==> config.mk <==
export PLATFORM = sky130hd
export DESIGN_NAME = blob_track_ctrl
export DESIGN_NICKNAME = d
export VERILOG_FILES = /design/src/rtl/chase_pkg.sv /design/src/rtl/seq_divider.sv /design/src/rtl/blob_track_ctrl.sv
export SDC_FILE = /design/constraint.sdc
export NUM_CORES = 1
export LEC_CHECK = 0
export BUFFER_PORTS_ARGS = -buffer_cell sky130_fd_sc_hd__buf_2
export CAP_MARGIN = 20
export CORE_UTILIZATION = 30
export CTS_BUF_LIST = sky130_fd_sc_hd__clkbuf_2
export CTS_CLUSTER_DIAMETER = 80
export DETAILED_ROUTE_END_ITERATION = 8
export SETUP_SLACK_MARGIN = 0.05
export SYNTH_ARGS = -nofsm -noshare
export SYNTH_HDL_FRONTEND = slang
export SYNTH_SLANG_ARGS = --single-unit
==> constraint.sdc <==
create_clock -name clk_in -period 15.85 [get_ports clk_in]
set_clock_uncertainty 0.15 [all_clocks]
set_input_delay 1.585 -clock clk_in [delete_from_list [all_inputs] [get_ports clk_in]]
set_output_delay 1.585 -clock clk_in [all_outputs]
set_load 0.005 [all_outputs]
==> src/rtl/chase_pkg.sv <==
// Shared types for the blob tracker: classifier codes, controller states and
// the default camera frame geometry the widths are derived from.
package chase_pkg;

    typedef enum logic [2:0] {
        CLS_RED    = 3'b001,
        CLS_ORANGE = 3'b100,
        CLS_YELLOW = 3'b010,
        CLS_WARM   = 3'b011,
        CLS_NONE   = 3'b111
    } cls_e;

    typedef enum logic [2:0] {
        ST_IDLE,
        ST_ACCUM,
        ST_DIV_X,
        ST_DIV_Y,
        ST_OUT
    } state_e;

    localparam int FRAME_W = 320;
    localparam int FRAME_H = 240;

endpackage

==> src/rtl/seq_divider.sv <==
// Restoring unsigned divider, one quotient bit per clock. The start cycle
// already retires the first bit, so done pulses exactly W cycles after start.
module seq_divider #(
    parameter int W     = 26,
    parameter int CNT_W = 17
) (
    input  logic             clk_in,
    input  logic             rst_n_in,
    input  logic             start_in,
    input  logic [W-1:0]     dividend_in,
    input  logic [CNT_W-1:0] divisor_in,
    output logic [W-1:0]     quotient_out,
    output logic             done_out
);

    localparam int CW = $clog2(W + 1);

    logic [CNT_W-1:0] rem_q, rem_d, dsr_q, dsr_d, rem_src, dsr_src, diff;
    logic [W-1:0]     quo_q, quo_d, quo_src;
    logic [CNT_W:0]   trial;
    logic [CW-1:0]    cnt_q, cnt_d;
    logic             done_q, done_d;

    always_comb begin
        rem_src = start_in ? '0 : rem_q;
        quo_src = start_in ? dividend_in : quo_q;
        dsr_src = start_in ? divisor_in : dsr_q;
        trial   = {rem_src, quo_src[W-1]};
        // Remainder stays below the divisor, so the low CNT_W bits are exact.
        diff    = trial[CNT_W-1:0] - dsr_src;

        rem_d  = rem_q;
        quo_d  = quo_q;
        dsr_d  = dsr_q;
        cnt_d  = cnt_q;
        done_d = 1'b0;

        if (start_in || (cnt_q != '0)) begin
            dsr_d = dsr_src;
            if (trial >= {1'b0, dsr_src}) begin
                rem_d = diff;
                quo_d = {quo_src[W-2:0], 1'b1};
            end else begin
                rem_d = trial[CNT_W-1:0];
                quo_d = {quo_src[W-2:0], 1'b0};
            end
            cnt_d  = start_in ? CW'(W - 1) : cnt_q - CW'(1);
            done_d = !start_in && (cnt_q == CW'(1));
        end
    end

    always_ff @(posedge clk_in) begin
        if (!rst_n_in) begin
            cnt_q  <= '0;
            done_q <= 1'b0;
        end else begin
            cnt_q  <= cnt_d;
            done_q <= done_d;
        end
    end

    always_ff @(posedge clk_in) begin
        rem_q <= rem_d;
        quo_q <= quo_d;
        dsr_q <= dsr_d;
    end

    assign quotient_out = quo_q;
    assign done_out     = done_q;

endmodule

==> src/rtl/blob_track_ctrl.sv <==
// Per-frame blob tracker: accumulates count and coordinate sums of pixels of
// the target class, divides for the centroid and offers it on valid/ready.
module blob_track_ctrl
    import chase_pkg::*;
#(
    parameter int H_W     = $clog2(FRAME_W),
    parameter int V_W     = $clog2(FRAME_H),
    parameter int CNT_W   = $clog2(FRAME_W * FRAME_H + 1),
    parameter int SUM_W   = 26,
    parameter int MIN_PIX = 64
) (
    input  logic             clk_in,
    input  logic             rst_n_in,
    input  logic             frame_start_in,
    input  logic             frame_end_in,
    input  logic             pix_valid_in,
    input  logic [2:0]       cls_in,
    input  logic [H_W-1:0]   x_in,
    input  logic [V_W-1:0]   y_in,
    input  logic [2:0]       target_cls_in,
    output logic [H_W-1:0]   cx_out,
    output logic [V_W-1:0]   cy_out,
    output logic [CNT_W-1:0] pix_count_out,
    output logic             found_out,
    output logic             res_valid_out,
    input  logic             res_ready_in,
    output logic             busy_out,
    output logic [7:0]       drop_count_out
);

    localparam logic [CNT_W-1:0] MIN_CNT = CNT_W'(MIN_PIX);

    state_e           state_q, state_d;
    logic [CNT_W-1:0] count_q, count_d, pix_count_q, pix_count_d;
    logic [SUM_W-1:0] xsum_q, xsum_d, ysum_q, ysum_d;
    logic [2:0]       target_q, target_d;
    logic [H_W-1:0]   cx_q, cx_d;
    logic [V_W-1:0]   cy_q, cy_d;
    logic             found_q, found_d;
    logic [7:0]       drop_q, drop_d;
    logic             match;
    logic             div_start, div_done;
    logic [SUM_W-1:0] div_dividend, div_quo;
    logic [CNT_W-1:0] div_divisor;

    function automatic logic [SUM_W-1:0] sat_add(input logic [SUM_W-1:0] a,
                                                 input logic [SUM_W-1:0] b);
        logic [SUM_W:0] s;
        s = {1'b0, a} + {1'b0, b};
        return s[SUM_W] ? {SUM_W{1'b1}} : s[SUM_W-1:0];
    endfunction

    // Saturated sums can push the quotient past the frame; clamp instead of wrapping.
    function automatic logic [H_W-1:0] clamp_x(input logic [SUM_W-1:0] q);
        return (|q[SUM_W-1:H_W]) ? {H_W{1'b1}} : q[H_W-1:0];
    endfunction

    function automatic logic [V_W-1:0] clamp_y(input logic [SUM_W-1:0] q);
        return (|q[SUM_W-1:V_W]) ? {V_W{1'b1}} : q[V_W-1:0];
    endfunction

    assign match = pix_valid_in && (cls_in == target_q) && (target_q != CLS_NONE);

    always_comb begin
        state_d      = state_q;
        count_d      = count_q;
        xsum_d       = xsum_q;
        ysum_d       = ysum_q;
        target_d     = target_q;
        cx_d         = cx_q;
        cy_d         = cy_q;
        pix_count_d  = pix_count_q;
        found_d      = found_q;
        drop_d       = drop_q;
        div_start    = 1'b0;
        div_dividend = ysum_q;
        div_divisor  = count_q;

        case (state_q)
            ST_IDLE: begin
                if (frame_start_in) begin
                    state_d  = ST_ACCUM;
                    count_d  = '0;
                    xsum_d   = '0;
                    ysum_d   = '0;
                    target_d = target_cls_in;
                end
            end
            ST_ACCUM: begin
                if (frame_start_in) begin
                    count_d  = '0;
                    xsum_d   = '0;
                    ysum_d   = '0;
                    target_d = target_cls_in;
                end else begin
                    if (match) begin
                        count_d = (count_q == '1) ? count_q : count_q + CNT_W'(1);
                        xsum_d  = sat_add(xsum_q, SUM_W'(x_in));
                        ysum_d  = sat_add(ysum_q, SUM_W'(y_in));
                    end
                    // Uses the _d values so a pixel on the frame_end cycle counts.
                    if (frame_end_in) begin
                        pix_count_d = count_d;
                        found_d     = (count_d >= MIN_CNT);
                        if (count_d >= MIN_CNT) begin
                            state_d      = ST_DIV_X;
                            div_start    = 1'b1;
                            div_dividend = xsum_d;
                            div_divisor  = count_d;
                        end else begin
                            state_d = ST_OUT;
                            cx_d    = '0;
                            cy_d    = '0;
                        end
                    end
                end
            end
            ST_DIV_X: begin
                if (div_done) begin
                    cx_d      = clamp_x(div_quo);
                    div_start = 1'b1;
                    state_d   = ST_DIV_Y;
                end
            end
            ST_DIV_Y: begin
                if (div_done) begin
                    cy_d    = clamp_y(div_quo);
                    state_d = ST_OUT;
                end
            end
            ST_OUT: begin
                if (res_ready_in) begin
                    state_d = ST_IDLE;
                end
            end
            default: state_d = ST_IDLE;
        endcase

        if (frame_start_in && (state_q inside {ST_DIV_X, ST_DIV_Y, ST_OUT})) begin
            drop_d = (drop_q == 8'hFF) ? drop_q : drop_q + 8'd1;
        end
    end

    always_ff @(posedge clk_in) begin
        if (!rst_n_in) begin
            state_q     <= ST_IDLE;
            count_q     <= '0;
            xsum_q      <= '0;
            ysum_q      <= '0;
            target_q    <= CLS_NONE;
            cx_q        <= '0;
            cy_q        <= '0;
            pix_count_q <= '0;
            found_q     <= 1'b0;
            drop_q      <= '0;
        end else begin
            state_q     <= state_d;
            count_q     <= count_d;
            xsum_q      <= xsum_d;
            ysum_q      <= ysum_d;
            target_q    <= target_d;
            cx_q        <= cx_d;
            cy_q        <= cy_d;
            pix_count_q <= pix_count_d;
            found_q     <= found_d;
            drop_q      <= drop_d;
        end
    end

    seq_divider #(
        .W     (SUM_W),
        .CNT_W (CNT_W)
    ) u_div (
        .clk_in       (clk_in),
        .rst_n_in     (rst_n_in),
        .start_in     (div_start),
        .dividend_in  (div_dividend),
        .divisor_in   (div_divisor),
        .quotient_out (div_quo),
        .done_out     (div_done)
    );

    assign cx_out         = cx_q;
    assign cy_out         = cy_q;
    assign pix_count_out  = pix_count_q;
    assign found_out      = found_q;
    assign res_valid_out  = (state_q == ST_OUT);
    assign busy_out       = (state_q != ST_IDLE);
    assign drop_count_out = drop_q;

endmodule

==> impl_metrics.json, run 1 <==
{
  "run_status": "finished, final reports clean",
  "drc": 0,
  "hold_class": "flop to flop",
  "tns_ns": 0,
  "numCtsBuffers": 17,
  "final_hold_viol_count": 0,
  "fp.dieW_um": 194,
  "relSlewSlack": 0.286,
  "post_cts_buffers": 0,
  "layout-drive-gt1-share": 0.122,
  "gr-total-overflow": 0,
  "synth_edf_count": 60,
  "rows": 70,
  "regArea_mm2": 0.00428,
  "rsz0062_at_grt": "no",
  "crit_required_ns": 16.28,
  "cp-startpoint": "cls_in[0]",
  "avgSynthCellArea_um2": 8.54,
  "cap_violations": 0,
  "worstMarginPinSlew_ns": 1.07,
  "post_synth_num_cell_types": 74,
  "synth_fp_nets": 1369,
  "place_area_mm2": 0.0119,
  "cts_tree": "done",
  "critPathArrivalTime_ns": 8.53,
  "post_drt_wl_per_cell_um": 17.0,
  "regToRegStartpoint": "target_q[2]$_SDFFE_PN1P_",
  "syn_to_final_growth_pct": 9.63,
  "first_pass_iters": 5,
  "end_kind": "flop",
  "clock_sink_count": 184,
  "cp-endpoint": "u_div.rem_q[1]$_DFFE_PN_",
  "clk_pin_slew_ns": 0.26,
  "rr_endpoint": "u_div.rem_q[1]$_DFFE_PN_",
  "clock_latency_ns": 0.80,
  "routed_wl_um": 30800,
  "synth-seq-area-share": 0.386,
  "synth_cells": 1298,
  "cts_buffer_depth": 2,
  "pin_count": 74,
  "fin_crit_ns": 8.09,
  "antenna_found_initial": 1,
  "hold_depth": 2,
  "grt.total_usage": 0.166,
  "post-route-cell-area_mm2": 0.0122,
  "period_share": 0.510,
  "ctsHoldBuffers": 0,
  "synth-main-ff-cell": "dfxtp_1",
  "dieArea_mm2": 0.0377,
  "critPathLaunchType": "primary input",
  "fmax_mhz": 124,
  "antenna_left": 0,
  "yosys_register_bits": 184,
  "drt_iter0_drc": 806,
  "power_w": 0.00168,
  "start_util": 0.303,
  "worstSetupPathType": "primary input to flop",
  "multiInputGateArea_mm2": 0.00637,
  "power.density_mw_per_mm2": 138,
  "vias": 9822,
  "nets": 1401,
  "synthArstFlopShare": 0,
  "globalplace.congestion": 0.918,
  "cellLeakagePower_nw": 4.77,
  "grt_pass1_wl_um": 50300,
  "setup_viol": 0,
  "nFillCells": 3807,
  "dp_hpwl_um": 21500,
  "cts_root_buf": "clkbuf_2",
  "grt_start_max_net_pins": 79,
  "irDropWorstVdd_v": 0.0000735,
  "yosys_warnings": 0,
  "r2r_cells": 23,
  "ctsResizeCount": 0,
  "die_h_um": 194,
  "cp_max_fo": 37,
  "h-tree-depth": 4,
  "port_buffers": 73,
  "r2r_slack_ns": 8.25,
  "grt_pass1_vias": 9555,
  "synth_area_mm2": 0.0111,
  "coreArea_mm2": 0.0365,
  "report.final.slew_viol_count": 0,
  "post_drt_via_cell_ratio": 5.42
}
==> per-stage QoR <==
step                worst slack (ns)  utilization  hold slack [ns]  instances
detailed placement              6.96        0.325            0.307       1778
floorplan                       8.74            -            0.303       1298
CTS                             7.88        0.332            0.337       1810
global placement                7.23        0.325            0.303       1778
global route                    7.39        0.333            0.362       1812
finish                          7.76        0.333            0.333       1812
==> registers in the layout (all words and copies together) (netlist names), 3 cells and up <==
register            cells
xsum_q                 26
cx_out                  9
u_div.cnt_q             5
pix_count_out          17
state_q                 3
u_div.rem_q            17
drop_count_out          8
count_q                17
ysum_q                 26
target_q                3
u_div.quotient_out     26
u_div.dsr_q            17
cy_out                  8
==> cell usage in the layout, fill, tap and decap left out, types with 34 or more instances in the layout <==
| cell type | instances |
|---|---|
| edfxtp_1 | 60 |
| a21oi_1 | 74 |
| nor2b_1 | 34 |
| buf_2 | 73 |
| ha_1 | 39 |
| o21ai_0 | 118 |
| inv_1 | 41 |
| nand2_1 | 151 |
| xnor2_1 | 35 |
| dfxtp_1 | 124 |
| nor2_1 | 83 |
==> critical path, stage by stage <==
cell	delay, ns
buf_2	0.10
xnor2_1	0.16
and3_1	0.23
or2_1	0.83
nand3_1	0.21
xnor2_1	0.26
nor4_1	0.76
a21oi_4	0.26
buf_4	0.33
a211o_1	0.32
a2bb2oi_1	0.21
ha_1	0.22
inv_1	0.06
fa_1	0.42
a211oi_1	0.30
o211ai_1	0.20
nand3_1	0.12
a21oi_1	0.09
a21o_1	0.19
a21o_1	0.19
o21a_1	0.21
a311oi_4	0.53
buf_4	0.33
mux2_2	0.36
==> cell type report <==
cell class,instances,area share
Clock buffer,19,0.00783
Inverter,42,0.0130
Clock inverter,13,0.0147
Multi-Input combinational cell,998,0.524
Timing Repair Buffer,87,0.0391
Tap cell,468,0.0482
Antenna cell,1,0.000206
Sequential cell,184,0.353
==> synthesized netlist by cell type, drive strengths merged, types with 4 or more instances <==
library cell / n / area [um2]
nor3b: 8 / 60.1
o21a: 18 / 135
nor2b: 34 / 213
or2: 10 / 62.6
o2bb2ai: 4 / 35.0
nand2: 151 / 567
a21oi: 75 / 375
o22ai: 11 / 68.8
edfxtp: 60 / 1800
or3: 12 / 85.1
o211a: 10 / 100
clkbuf: 63 / 236
o221ai: 7 / 61.3
xor2: 17 / 149
dfxtp: 124 / 2480
a22oi: 16 / 120
a211o: 4 / 35.0
o221a: 6 / 67.6
a21boi: 32 / 240
inv: 41 / 154
nand3: 33 / 165
a31oi: 13 / 81.3
nand4: 21 / 131
ha: 39 / 488
a211oi: 13 / 97.6
a21o: 17 / 128
and3: 32 / 200
xnor2: 35 / 307
nor3: 29 / 145
and2: 21 / 131
o21ai: 125 / 637
nor2: 85 / 327
o31ai: 10 / 75.1
mux2i: 20 / 200
mux2: 17 / 210
buf: 11 / 63.8
and4: 4 / 35.0
a22o: 14 / 123
nor4: 8 / 50.1
nand2b: 8 / 50.1
==> kinds of logic after synthesis <==
family	Yosys count	share of synthesized area
AOI/OAI and AO/OA	402	0.237
xor gates and xnor gates	52	0.0411
adders and majority gates	42	0.0494
buffers and inverters	116	0.0413
DFF	184	0.386
muxes	37	0.0370
and+or+nand+nor	465	0.207
==> how the worst min path moves through the flow <==
stage	slack, ns	endpoint	startpoint
4_1_cts	0.34	cx_out[5]$_SDFFE_PN0P_	cx_out[5]$_SDFFE_PN0P_
5_1_grt	0.36	cy_out[0]$_SDFFE_PN0P_	cy_out[0]$_SDFFE_PN0P_
3_5_place_dp	0.31	cy_out[2]$_SDFFE_PN0P_	cy_out[2]$_SDFFE_PN0P_
2_1_floorplan	0.30	ysum_q[2]$_SDFFE_PN0P_	ysum_q[2]$_SDFFE_PN0P_
6_report	0.33	cy_out[3]$_SDFFE_PN0P_	cy_out[3]$_SDFFE_PN0P_
3_3_place_gp	0.30	cx_out[3]$_SDFFE_PN0P_	cx_out[3]$_SDFFE_PN0P_
==> power by group <==
| group | total (W) | switching [W] | leakage, nW | internal [W] |
|---|---|---|---|---|
| logic | 0.000711 | 0.000381 | 3.00 | 0.000330 |
| clock network | 0.000272 | 0.000167 | 0.170 | 0.000105 |
| registers | 0.000695 | 0.0000422 | 1.60 | 0.000652 |
| total | 0.00168 | 0.000590 | 4.77 | 0.00109 |
==> per-layer routing <==
| layer | share of wire | global-route usage | up-vias |
|---|---|---|---|
| li1 | - | - | 4789 |
| met1 | 0.46 | 0.217 | 4692 |
| met2 | 0.46 | 0.270 | 285 |
| met3 | 0.048 | 0.0266 | 56 |
| met4 | 0.034 | 0.0723 | 0 |
| met5 | 0 | 0 | - |
(Power assumes the default switching activity.)
==> run 2, diff against run 1 <==
--- a/config.mk
+++ b/config.mk
@@ -5,6 +5,7 @@
 export SDC_FILE = /design/constraint.sdc
 export NUM_CORES = 1
 export LEC_CHECK = 0
+export ABC_AREA = 1
 export BUFFER_PORTS_ARGS = -buffer_cell sky130_fd_sc_hd__buf_2
 export CAP_MARGIN = 20
 export CORE_UTILIZATION = 30
==> constraint.sdc (replaced) <==
create_clock -name clk_in -period 6.9 [get_ports clk_in]
set_clock_uncertainty 0.15 [all_clocks]
set_input_delay 0.69 -clock clk_in [delete_from_list [all_inputs] [get_ports clk_in]]
set_output_delay 0.69 -clock clk_in [all_outputs]
set_load 0.005 [all_outputs]
==> run 2 against run 1 <==
- core utilization grew 0.43 points
- sequential power rose by 130%
- sequential share of layout area shrank 1.8 points
- critical path type is now flop to flop
- critical endpoint is now u_div.rem_q[5]$_DFFE_PN_
==> impl_metrics.json, run 2 <==
{
  "run_status": "finished, final reports clean",
  "antenna_left": 0,
  "die_h_um": 200,
  "dp_slack_ns": 0.743,
  "min_from": "frame_start_in",
  "drc": 0,
  "cts_tree": "done",
  "start_util": 0.308,
  "synthArstFlopShare": 0,
  "setup_viol": 0,
  "relSlewSlack": 0.426,
  "period_share": 0.862,
  "regToRegStartpoint": "count_q[0]$_SDFFE_PN0P_",
  "crit_required_ns": 7.36,
  "irDropWorstVdd_v": 0.000220,
  "syn_to_final_growth_pct": 9.47,
  "finalWorstSetupSlack_ns": 0.954,
  "synth-seq-area-share": 0.366,
  "cts_buffer_depth": 2,
  "fmax_mhz": 168,
  "coreArea_mm2": 0.0380,
  "port_buffers": 73,
  "synth_fp_nets": 1757,
  "worstMarginPinSlew_ns": 0.858,
  "antenna_found_initial": 4,
  "synth_area_mm2": 0.0117,
  "r2r_slack_ns": 0.95,
  "rows": 71,
  "synth-main-ff-cell": "dfxtp_1",
  "grt_pass1_wl_um": 51300,
  "layout.cells.non_filler": 2261,
  "yosys_register_bits": 184,
  "yosys-top-cells-count": "nand2_1, inv_1, a21oi_1, dfxtp_1, nor2_1",
  "fp.dieW_um": 200,
  "cts_root_buf": "clkbuf_2",
  "drt_iter0_drc": 913,
  "worst_hold_slack_ns": 0.180,
  "crit_top_cell": "nand2_1",
  "hold_class": "primary input to flop",
  "post_synth_num_cell_types": 50,
  "report.final.slew_viol_count": 0,
  "grt_pass1_vias": 9986,
  "hold_path_end": "state_q[0]$_SDFFE_PN0P_",
  "clock_sink_count": 184,
  "clock_latency_ns": 0.84,
  "synthTopCellsByArea": "dfxtp_1, nand2_1, edfxtp_1, inv_1, a21oi_1",
  "max_stage_delay_ns": 0.50,
  "tns_ns": 0,
  "nets": 1805,
  "worstSetupPathType": "flop to flop",
  "clk_pin_slew_ns": 0.28,
  "post_drt_via_cell_ratio": 4.80,
  "post_cts_buffers": 0,
  "dp_hpwl_um": 23400,
  "end_kind": "flop",
  "avgSynthCellArea_um2": 6.94,
  "cp_slowest_cell": "dfxtp_1",
  "cp_max_fo": 30,
  "gr-total-overflow": 0,
  "h-tree-depth": 4,
  "rr_endpoint": "u_div.rem_q[5]$_DFFE_PN_",
  "dieArea_mm2": 0.0398,
  "final_hold_viol_count": 0,
  "routed_wl_um": 31600,
  "final_common_cell": "nand2_1",
  "fin_crit_ns": 5.95,
  "globalplace.congestion": 0.898,
  "first_pass_iters": 5,
  "pin_count": 74,
  "power.density_mw_per_mm2": 311,
  "ctsResizeCount": 0,
  "yosys_warnings": 0,
  "rsz0062_at_grt": "no",
  "yosys.area.top_type_share": 0.212,
  "synth_edf_count": 60,
  "power_w": 0.00399,
  "hold_depth": 5,
  "r2r_cells": 30,
  "yosys.cell_count.top_type": "nand2_1",
  "grt_start_max_net_pins": 60,
  "post_drt_wl_per_cell_um": 14.0,
  "final_cell_mix": "nand2_1, inv_1, a21oi_1",
  "synth_cells": 1686,
  "vias": 10900,
  "critPathLaunchType": "flop",
  "place_inst": 2222,
  "cellLeakagePower_nw": 5.64,
  "layout-drive-gt1-share": 0.116,
  "synth.largest_area_cell": "dfxtp_1",
  "numCtsBuffers": 17,
  "critPathArrivalTime_ns": 6.41,
  "cap_violations": 0,
  "grt.total_usage": 0.162
}
-- run 2: worst max-delay path by stage --
| stage | slack, ns | end | cells after the start | start |
|---|---|---|---|---|
| floorplan | 2.07 | u_div.rem_q[8]$_DFFE_PN_ | 32 | cls_in[1] |
| global placement | 0.95 | u_div.rem_q[3]$_DFFE_PN_ | 30 | cls_in[1] |
| detailed placement | 0.74 | u_div.rem_q[10]$_DFFE_PN_ | 30 | cls_in[1] |
| CTS | 0.94 | u_div.rem_q[5]$_DFFE_PN_ | 30 | count_q[0]$_SDFFE_PN0P_ |
| global route | 0.27 | u_div.rem_q[5]$_DFFE_PN_ | 30 | count_q[1]$_SDFFE_PN0P_ |
| finish | 0.95 | u_div.rem_q[5]$_DFFE_PN_ | 30 | count_q[0]$_SDFFE_PN0P_ |
-- run 2: area by class of cell --
class | count | area [um2]
Antenna cell | 3 | 7.51
Clock buffer | 17 | 85.1
Clock inverter | 15 | 203
Fill cell | 4159 | 25200
Inverter | 224 | 841
Multi-Input combinational cell | 1220 | 6270
Sequential cell | 184 | 4280
Tap cell | 511 | 639
Timing Repair Buffer | 87 | 480
-- run 2: metrics by stage --
stage | util | area, um2
2_1_floorplan | - | 11700
3_3_place_gp | 0.328 | 12500
3_5_place_dp | 0.328 | 12500
4_1_cts | 0.337 | 12800
5_1_grt | 0.337 | 12800
6_report | 0.337 | 12800
-- run 2: critical path: cells and delay by family (launching register included) --
family	cells	cell delay, ns
compound gates	5	1.00
fa+ha+maj	3	0.88
buf+inv	2	0.53
flops	1	0.50
simple gates	20	2.71
-- run 2: per-layer routing --
layer,track usage,wire (um),share of wire
met1,0.224,15300,0.48
met2,0.256,14000,0.44
met3,0.0245,1560,0.049
met4,0.0532,665,0.021
met5,0,13,0.00041
-- run 2: timing repair --
action / 4_1_cts / 5_1_grt
endpoints found under the setup margin: 0 / 0
endpoints found under the hold margin: 4 / 0
hold buffers: 4 / 0
-- run 2: report_power, final --
group | switching [W] | leakage, nW | total, W | internal [W]
sequential | 0.000110 | 1.61 | 0.00163 | 0.00152
combinational | 0.00110 | 3.86 | 0.00171 | 0.000605
clock | 0.000430 | 0.172 | 0.000652 | 0.000222
-- run 2: cells by family (layout without fill, tap and decap cells) --
family,after synthesis,in the layout,synth area share
adders and majority gates,42,42,0.0468
xor gates and xnor gates,46,46,0.0344
buffers and inverters,282,343,0.0994
AOI/OAI and AO/OA,309,309,0.146
other,0,3,0
and+or+nand+nor,823,823,0.307
DFF,184,184,0.366
==> run 3, diff against run 2 <==
--- a/config.mk
+++ b/config.mk
@@ -8,10 +8,13 @@
 export ABC_AREA = 1
 export BUFFER_PORTS_ARGS = -buffer_cell sky130_fd_sc_hd__buf_2
 export CAP_MARGIN = 20
+export CELL_PAD_IN_SITES_DETAIL_PLACEMENT = 0
+export CELL_PAD_IN_SITES_GLOBAL_PLACEMENT = 2
 export CORE_UTILIZATION = 30
 export CTS_BUF_LIST = sky130_fd_sc_hd__clkbuf_2
 export CTS_CLUSTER_DIAMETER = 80
 export DETAILED_ROUTE_END_ITERATION = 8
+export PLACE_DENSITY_LB_ADDON = 0.1
 export SETUP_SLACK_MARGIN = 0.05
 export SYNTH_ARGS = -nofsm -noshare
 export SYNTH_HDL_FRONTEND = slang
==> constraint.sdc (replaced) <==
create_clock -name clk_in -period 7.4 [get_ports clk_in]
set_clock_uncertainty 0.15 [all_clocks]
set_input_delay 0.74 -clock clk_in [delete_from_list [all_inputs] [get_ports clk_in]]
set_output_delay 0.74 -clock clk_in [all_outputs]
set_load 0.005 [all_outputs]
==> run 3 against run 2 <==
- first-iteration DRC count down 38%
- global-route usage up 2.8 points
- register-to-register slack better by 0.42 ns
- flip-flop and latch count unchanged
- clock-buffer cell count unchanged
- sequential power down 7%
- clock power down 15%
- core utilization down 0.092 points
- power down 7.2%
==> impl_metrics.json, run 3 (synthesis results as in run 2) <==
{
  "setup_viol": 0,
  "post_drt_wl_per_cell_um": 16.0,
  "globalplace.congestion": 0.806,
  "post-route-cell-area_mm2": 0.0128,
  "numCtsBuffers": 17,
  "grt_start_max_net_pins": 72,
  "vias": 10600,
  "critPathLaunchType": "flop",
  "final_common_cell": "nand2_1",
  "max_stage_delay_ns": 0.49,
  "post_drt_via_cell_ratio": 4.71,
  "die_h_um": 200,
  "final_hold_viol_count": 0,
  "power_w": 0.00370,
  "clk_pin_slew_ns": 0.36,
  "crit_required_ns": 7.89,
  "fin_crit_ns": 6.03,
  "gr-total-overflow": 0,
  "relSlewSlack": 0.371,
  "regArea_mm2": 0.00428,
  "antenna_left": 0,
  "nets": 1805,
  "drc": 0,
  "h-tree-depth": 4,
  "dp_hpwl_um": 27000,
  "crit_top_cell": "nand2_1",
  "power.density_mw_per_mm2": 290,
  "cp_max_fo": 43,
  "cp_slowest_cell": "dfxtp_1",
  "multiInputGateArea_mm2": 0.00628,
  "cts_tree": "done",
  "dieArea_mm2": 0.0398,
  "worstMarginPinSlew_ns": 0.940,
  "syn_to_final_growth_pct": 9.17,
  "fp.dieW_um": 200,
  "run_status": "finished, final reports clean",
  "final_core_util": 0.336,
  "grt_pass1_vias": 10300,
  "start_util": 0.308,
  "first_pass_iters": 5,
  "irDropWorstVdd_v": 0.000193,
  "cap_violations": 0,
  "cts_root_buf": "clkbuf_2",
  "clock_sink_count": 184,
  "drt_iter0_drc": 562,
  "period_share": 0.815,
  "critPathArrivalTime_ns": 6.52,
  "cellLeakagePower_nw": 5.61,
  "final_cell_mix": "nand2_1, inv_1, a21oi_1",
  "place_area_mm2": 0.0125,
  "ctsResizeCount": 0,
  "port_buffers": 73,
  "end_kind": "flop",
  "report.final.slew_viol_count": 0,
  "fmax_mhz": 166,
  "tns_ns": 0,
  "layout-drive-gt1-share": 0.116,
  "coreArea_mm2": 0.0380,
  "clock_latency_ns": 0.88,
  "grt.total_usage": 0.190,
  "grt_pass1_wl_um": 58000,
  "antenna_found_initial": 1,
  "cts_buffer_depth": 2,
  "pin_count": 74,
  "rows": 71,
  "hold_class": "primary input to flop",
  "worstSetupPathType": "flop to flop",
  "nFillCells": 4304,
  "worst_hold_slack_ns": 0.191,
  "routed_wl_um": 36100,
  "rsz0062_at_grt": "no"
}
[run 3: cell types whose count changed in the layout (fill, tap and decap cells not counted), sizes merged]
cell | before | now
bufinv | 3 | 1
inv | 232 | 229
clkinv | 4 | 7
clkinvlp | 0 | 2
diode | 3 | 1
[run 3: final timing paths]
path	from	to	slack (ns)	cells past startpoint
setup / recovery	count_q[0]$_SDFFE_PN0P_	u_div.rem_q[4]$_DFFE_PN_	1.37	30
hold / removal	rst_n_in	u_div.cnt_q[3]$_SDFFE_PN0N_	0.19	3
setup reg to reg	count_q[0]$_SDFFE_PN0P_	u_div.rem_q[4]$_DFFE_PN_	1.37	30
hold reg to reg	cy_out[4]$_SDFFE_PN0P_	cy_out[4]$_SDFFE_PN0P_	0.33	2
[run 3: what timing repair did]
| action | CTS | global route |
|---|---|---|
| setup buffers | 0 | 0 |
| endpoints found under the hold margin | 4 | 0 |
| hold buffers | 4 | 0 |
[run 3: power breakdown]
part	switching, W	total (W)	leakage (nW)	internal [W]
combinational	0.00106	0.00163	3.86	0.000565
clock	0.000418	0.000555	0.143	0.000137
sequential	0.000103	0.00152	1.61	0.00142
[run 3: routing by layer]
| metal | wire [um] | GRT usage | vias up |
|---|---|---|---|
| met1 | 19100 | 0.276 | 4938 |
| li1 | - | - | 5561 |
| met4 | 409 | 0.0427 | 0 |
| met2 | 15700 | 0.295 | 130 |
| met3 | 931 | 0.0243 | 20 |
| met5 | 0 | 0 | - |
[run 3: critical path: cells and delay by family (launching register included)]
family          cells  cell delay, ns
fa+ha+maj           3            0.86
flops               1            0.49
compound gates      5            1.05
simple gates       20            2.81
buf+inv             2            0.46
[run 3: through the flow]
stage	setup slack, ns	std cells
2_1_floorplan	2.52	1686
3_3_place_gp	1.24	2222
3_5_place_dp	1.08	2222
4_1_cts	1.27	2258
5_1_grt	0.675	2259
6_report	1.37	2259
[run 3: layout make-up]
type	count	area share
Timing Repair Buffer	87	0.0376
Inverter	224	0.0659
Antenna cell	1	0.000196
Clock buffer	17	0.00666
Sequential cell	184	0.335
Clock inverter	15	0.0124
Tap cell	511	0.0500
Multi-Input combinational cell	1220	0.492
